===== src/rtl/instr_pkg.sv =====
// rtl/instr_pkg.sv - RV32 custom-subset encodings and the ALU-op encode function
// Shared with instruction_decoder; keep field constants in sync with it.
package instr_pkg;

  localparam logic [6:0] OPC_OP     = 7'b0110011;
  localparam logic [6:0] OPC_OP_IMM = 7'b0010011;

  localparam logic [2:0] F3_ADD_SUB = 3'b000;
  localparam logic [2:0] F3_SLL     = 3'b001;
  localparam logic [2:0] F3_SRL     = 3'b101;
  localparam logic [2:0] F3_ADDI    = 3'b000;
  localparam logic [2:0] F3_SUBI    = 3'b001;

  localparam logic [6:0] F7_BASE = 7'h00;
  localparam logic [6:0] F7_SUB  = 7'h20;

  localparam logic [31:0] NOOP_WORD = 32'h0000_0013;

  typedef enum logic [2:0] {
    ALU_NOOP    = 3'b000,
    ALU_ILLEGAL = 3'b001,
    ALU_ADD     = 3'b010,
    ALU_SUB     = 3'b011,
    ALU_SHIFTL  = 3'b100,
    ALU_SHIFTR  = 3'b101,
    ALU_ADDI    = 3'b110,
    ALU_SUBI    = 3'b111
  } alu_op_e;

  typedef struct packed {
    logic [31:0] word;
    logic        illegal;
  } enc_result_t;

  // Illegal codes collapse to the NOOP word so the address stream stays gap-free.
  function automatic enc_result_t encode_op(
    input logic [2:0]  code,
    input logic [4:0]  rd,
    input logic [4:0]  rs1,
    input logic [4:0]  rs2,
    input logic [11:0] imm
  );
    enc_result_t r;
    r.word    = NOOP_WORD;
    r.illegal = 1'b0;
    case (alu_op_e'(code))
      ALU_NOOP:   r.word = NOOP_WORD;
      ALU_ADD:    r.word = {F7_BASE, rs2, rs1, F3_ADD_SUB, rd, OPC_OP};
      ALU_SUB:    r.word = {F7_SUB,  rs2, rs1, F3_ADD_SUB, rd, OPC_OP};
      ALU_SHIFTL: r.word = {F7_BASE, rs2, rs1, F3_SLL,     rd, OPC_OP};
      ALU_SHIFTR: r.word = {F7_BASE, rs2, rs1, F3_SRL,     rd, OPC_OP};
      ALU_ADDI:   r.word = {imm, rs1, F3_ADDI, rd, OPC_OP_IMM};
      ALU_SUBI:   r.word = {imm, rs1, F3_SUBI, rd, OPC_OP_IMM};
      default: begin
        r.word    = NOOP_WORD;
        r.illegal = 1'b1;
      end
    endcase
    return r;
  endfunction

endpackage


===== src/rtl/instr_enc_skid.sv =====
// rtl/instr_enc_skid.sv - 2-entry valid/ready buffer with registered input ready
// Ready depends only on occupancy, so there is no path from out_ready_i to in_ready_o.
module instr_enc_skid #(
  parameter int W = 40
) (
  input  logic         clk_i,
  input  logic         rst_ni,
  input  logic         in_valid_i,
  output logic         in_ready_o,
  input  logic [W-1:0] in_data_i,
  output logic         out_valid_o,
  input  logic         out_ready_i,
  output logic [W-1:0] out_data_o
);

  logic [W-1:0] mem_q [2];
  logic [W-1:0] mem_d [2];
  logic         rd_ptr_q, rd_ptr_d;
  logic         wr_ptr_q, wr_ptr_d;
  logic [1:0]   count_q, count_d;
  logic         ready_q;
  logic         push, pop;

  assign push = in_valid_i & ready_q;
  assign pop  = (count_q != 2'd0) & out_ready_i;

  always_comb begin
    mem_d    = mem_q;
    rd_ptr_d = rd_ptr_q;
    wr_ptr_d = wr_ptr_q;
    count_d  = count_q;
    if (push) begin
      mem_d[wr_ptr_q] = in_data_i;
      wr_ptr_d        = ~wr_ptr_q;
    end
    if (pop) begin
      rd_ptr_d = ~rd_ptr_q;
    end
    count_d = count_q + {1'b0, push} - {1'b0, pop};
  end

  always_ff @(posedge clk_i) begin
    if (!rst_ni) begin
      mem_q[0] <= '0;
      mem_q[1] <= '0;
      rd_ptr_q <= 1'b0;
      wr_ptr_q <= 1'b0;
      count_q  <= 2'd0;
      ready_q  <= 1'b1;
    end else begin
      mem_q    <= mem_d;
      rd_ptr_q <= rd_ptr_d;
      wr_ptr_q <= wr_ptr_d;
      count_q  <= count_d;
      ready_q  <= (count_d != 2'd2);
    end
  end

  assign in_ready_o  = ready_q;
  assign out_valid_o = (count_q != 2'd0);
  assign out_data_o  = mem_q[rd_ptr_q];

endmodule


===== src/rtl/instruction_encoder.sv =====
// rtl/instruction_encoder.sv - ALU-op request to RV32 word encoder with address tagging
// Optional INSTR_ENC_X0_GUARD_EN: non-NOOP ops targeting x0 become NOOP and flag err.
module instruction_encoder
  import instr_pkg::*;
#(
  parameter int ADDR_W = 8
) (
  input  logic              clk,
  input  logic              rst_n,
  input  logic              op_valid,
  output logic              op_ready,
  input  logic [2:0]        op_code,
  input  logic [4:0]        rd,
  input  logic [4:0]        rs1,
  input  logic [4:0]        rs2,
  input  logic [11:0]       imm,
  output logic              instr_valid,
  input  logic              instr_ready,
  output logic [31:0]       instr,
  output logic [ADDR_W-1:0] instr_addr,
  output logic              err,
  input  logic              err_clr,
  output logic              addr_wrap
);

  localparam int DW = 32 + ADDR_W;

  enc_result_t       enc;
  logic              x0_hit;
  logic [31:0]       word;
  logic              accept;
  logic              err_set;
  logic [ADDR_W-1:0] wr_addr_q, wr_addr_d;
  logic              err_q, err_d;
  logic              wrap_q, wrap_d;
  logic [DW-1:0]     out_data;

  assign enc = encode_op(op_code, rd, rs1, rs2, imm);

`ifdef INSTR_ENC_X0_GUARD_EN
  assign x0_hit = (op_code != ALU_NOOP) && !enc.illegal && (rd == 5'd0);
`else
  assign x0_hit = 1'b0;
`endif

  assign word    = x0_hit ? NOOP_WORD : enc.word;
  assign accept  = op_valid & op_ready;
  assign err_set = accept & (enc.illegal | x0_hit);

  always_comb begin
    wr_addr_d = wr_addr_q;
    wrap_d    = wrap_q;
    err_d     = err_q & ~err_clr;
    if (err_set) begin
      err_d = 1'b1;
    end
    if (accept) begin
      wr_addr_d = wr_addr_q + 1'b1;
      if (&wr_addr_q) begin
        wrap_d = 1'b1;
      end
    end
  end

  always_ff @(posedge clk) begin
    if (!rst_n) begin
      wr_addr_q <= '0;
      err_q     <= 1'b0;
      wrap_q    <= 1'b0;
    end else begin
      wr_addr_q <= wr_addr_d;
      err_q     <= err_d;
      wrap_q    <= wrap_d;
    end
  end

  instr_enc_skid #(
    .W(DW)
  ) u_skid (
    .clk_i       (clk),
    .rst_ni      (rst_n),
    .in_valid_i  (op_valid),
    .in_ready_o  (op_ready),
    .in_data_i   ({word, wr_addr_q}),
    .out_valid_o (instr_valid),
    .out_ready_i (instr_ready),
    .out_data_o  (out_data)
  );

  assign instr      = out_data[DW-1:ADDR_W];
  assign instr_addr = out_data[ADDR_W-1:0];
  assign err        = err_q;
  assign addr_wrap  = wrap_q;

endmodule

===== config.mk =====
export PLATFORM = sky130hd
export DESIGN_NAME = instruction_encoder
export DESIGN_NICKNAME = d
export VERILOG_FILES = /design/src/rtl/instr_pkg.sv /design/src/rtl/instr_enc_skid.sv /design/src/rtl/instruction_encoder.sv
export SDC_FILE = /design/constraint.sdc
export NUM_CORES = 1
export LEC_CHECK = 0
export ABC_AREA = 1
export BUFFER_PORTS_ARGS = -buffer_cell sky130_fd_sc_hd__buf_2
export CORE_MARGIN = 5
export CORE_UTILIZATION = 35
export CTS_CLUSTER_DIAMETER = 150
export DETAILED_ROUTE_END_ITERATION = 8
export PLACE_DENSITY = 0.53
export SETUP_SLACK_MARGIN = 0.15
export SLEW_MARGIN = 15
export SYNTH_ARGS = -nofsm -noshare
export SYNTH_HDL_FRONTEND = slang
export SYNTH_SLANG_ARGS = --single-unit

===== constraint.sdc =====
create_clock -name clk -period 2.05 [get_ports clk]
set_input_delay 0.205 -clock clk [delete_from_list [all_inputs] [get_ports clk]]
set_output_delay 0.205 -clock clk [all_outputs]
set_load 0.02 [all_outputs]

==> out/summary.json <==
{
  "cts_sinks": 83,
  "tritoncts_clock_tree": "done",
  "syn_inst": 482,
  "synth.avg_cell_area_um2": 7.41,
  "final.setup.tns_ns": 0,
  "clk_root_buffer_cell": "clkbuf_8",
  "ys_ff_latch": 83,
  "detailedPlacementHpwl_um": 6310,
  "worst_pin_slew_ns": 0.631,
  "worstPathMaxFanout": 20,
  "layout.cells.most_common": "nand2_1",
  "worst_ep_required_time_ns": 1.85,
  "pre_cts_ws_ns": 0.464,
  "drtAntennaViolNets": 0,
  "num-nets-final": 587,
  "status": "completed",
  "cts_htree_levels": 3,
  "routed_via_density": 4.64,
  "dpl-instance-area_um2": 3990,
  "power.ir.vdd_worst_mv": 0.473,
  "grt_remaining_overflow": 0,
  "synth.distinct_cells": 27,
  "power_density_nw_per_um2": 1100,
  "hold_class": "in -> reg",
  "area_of_the_multi_input_gates_um2": 1460,
  "cp-end-kind": "output pin",
  "drt_first_pass_iters": 4,
  "drc_errors": 0,
  "yosys_most_used_dff": "dfxtp_1",
  "floorplan.io_pins": 79,
  "relSlewSlack_pct": 57.9,
  "fillerInstances": 1044,
  "async_reset_ff_share_pct": 0,
  "clkLatencyLatePin_ns": 0.35,
  "worstPathArrival_ns": 1.57,
  "inserted_clock_buffers": 9,
  "post-route-min-period_ns": 1.77,
  "timing.max_cap.violations": 0,
  "num_rows": 36,
  "mappedNetlistArea_um2": 3570,
  "non_filler_cells_in_the_finished_layout": 687,
  "final-seq-area_um2": 1660,
  "worst-setup-path-type": "reg -> out",
  "setup_slack_ns": 0.278,
  "first_global_vias": 3086,
  "fin_util_pct": 42.8,
  "ctsLongestPathBuffers": 2,
  "cellLeakagePower_nw": 1.93,
  "clk_pin_slew_ns": 0.09,
  "timing_hold_violations_final": 0,
  "die_x_um": 111,
  "grt_setup_unrepaired": "yes",
  "layout-area-overhead-vs-synth_pct": 18.3,
  "route.vias.total": 3187,
  "global_route_wire_length_before_repair_um": 15100,
  "synth-edff-count": 0,
  "port_buffers": 74,
  "critical_path.startpoint_type": "flip-flop",
  "skew_ns": 0.00908,
  "antenna_cells": 0,
  "finalWeightedCongestion": 0.746,
  "chipHeight_um": 111,
  "drive_gt1_share_pct": 19.7,
  "die-area_um2": 12300,
  "timing.final.max_slew_violations": 0,
  "yosysSeqAreaShare_pct": 46.5,
  "synth-warning-count": 0,
  "layout_common_cells": "120 x nand2_1, 83 x dfxtp_1, 74 x buf_2",
  "placed_cells": 671,
  "fp.coreArea_um2": 9860,
  "grt_max_degree": 28,
  "drt_first_iter_violations": 145,
  "antenna_found_initial": 0,
  "fin_crit_sh_pct": 86.4,
  "wl_um": 9080,
  "starting_density_of_the_core_pct": 36.2,
  "grtUsageTotal_pct": 14.8,
  "finalSetupViolCount": 0,
  "fmax_mhz": 564,
  "post_drt_wl_per_cell_um": 13.2,
  "hold_fix_buffer_count_after_cts": 0,
  "final_area_um2": 4220
}
-- final timing paths --
| kind | startpoint | endpoint | slack, ns | cells after the start |
|---|---|---|---|---|
| worst max register to register | u_skid.count_q[1] | u_skid.count_q[1] | 0.46 | 10 |
| worst min-delay path | rs1[3] | u_skid.mem_q[66] | 0.12 | 3 |
| worst max-delay path | u_skid.rd_ptr_q | instr[25] | 0.28 | 5 |
| worst min register to register | addr_wrap | addr_wrap | 0.45 | 2 |
-- synthesized netlist by cell type, types with 3 or more instances --
cell type	instances	area share [%]
nand2_1	120	13
dfxtp_1	83	47
inv_1	65	6.8
o21ai_0	65	9.1
a21oi_1	35	4.9
nor2_1	25	2.6
o22ai_1	23	4.0
buf_4	11	2.3
nand3_1	11	1.5
clkbuf_1	8	0.84
buf_6	6	1.9
buf_2	4	0.56
a211oi_2	3	1.1
ha_1	3	1.1
inv_2	3	0.32
nand4_1	3	0.53
-- flip-flops by register name, indices dropped and copies added, names as in the netlist --
name	cells
u_skid.count_q	2
wr_addr_q	8
u_skid.in_ready_o	1
u_skid.wr_ptr_q	1
addr_wrap	1
err	1
u_skid.mem_q	68
u_skid.rd_ptr_q	1
-- where the power goes --
group | total (W) | internal [W] | switching (W)
sequential | 0.00192 | 0.00182 | 0.0000993
combinational | 0.00139 | 0.000450 | 0.000939
clock | 0.00133 | 0.000752 | 0.000582
-- what timing repair did --
item                       CTS  global route
resized for setup            0             1
setup endpoints to repair    0             6
buffers inserted             0             0
-- critical path, cell delays in order, from the launching register on --
cell and delay [ns]:
dfxtp_1 0.33, inv_2 0.26, buf_4 0.26, nand2_1 0.06
o21ai_0 0.10, buf_2 0.21
-- layout make-up --
| class | instances | share of cell area, % |
|---|---|---|
| Timing Repair Buffer | 82 | 10.6 |
| Tap cell | 133 | 3.94 |
| Sequential cell | 83 | 39.3 |
| Clock buffer | 12 | 3.67 |
| Multi-Input combinational cell | 304 | 34.5 |
| Clock inverter | 4 | 1.72 |
| Inverter | 69 | 6.19 |
-- metrics by stage --
step                      power [W]  hold slack [ns]
after floorplan             0.00296            0.365
after global placement      0.00333            0.436
after detailed placement    0.00335            0.439
after CTS                   0.00468            0.108
after global routing        0.00493            0.115
final                       0.00464            0.125
-- per-layer routing --
layer  routed length (um)  vias up  GRT usage (%)
met4                   53        0           3.33
li1                     -     1674              -
met3                  562        4           5.46
met5                    0        -              0
met1                 4390     1428           19.1
met2                 4070       81           23.7
-- cell families after synthesis --
family / after synthesis / synth area share [%]
xor+xnor: 3 / 0.736
simple gates: 167 / 19.4
other cells: 1 / 0.105
fa+ha+maj: 3 / 1.05
compound gates: 127 / 19.3
flops: 83 / 46.5
buf+inv: 98 / 12.9
Note: power is estimated with default switching activity, not from simulation.
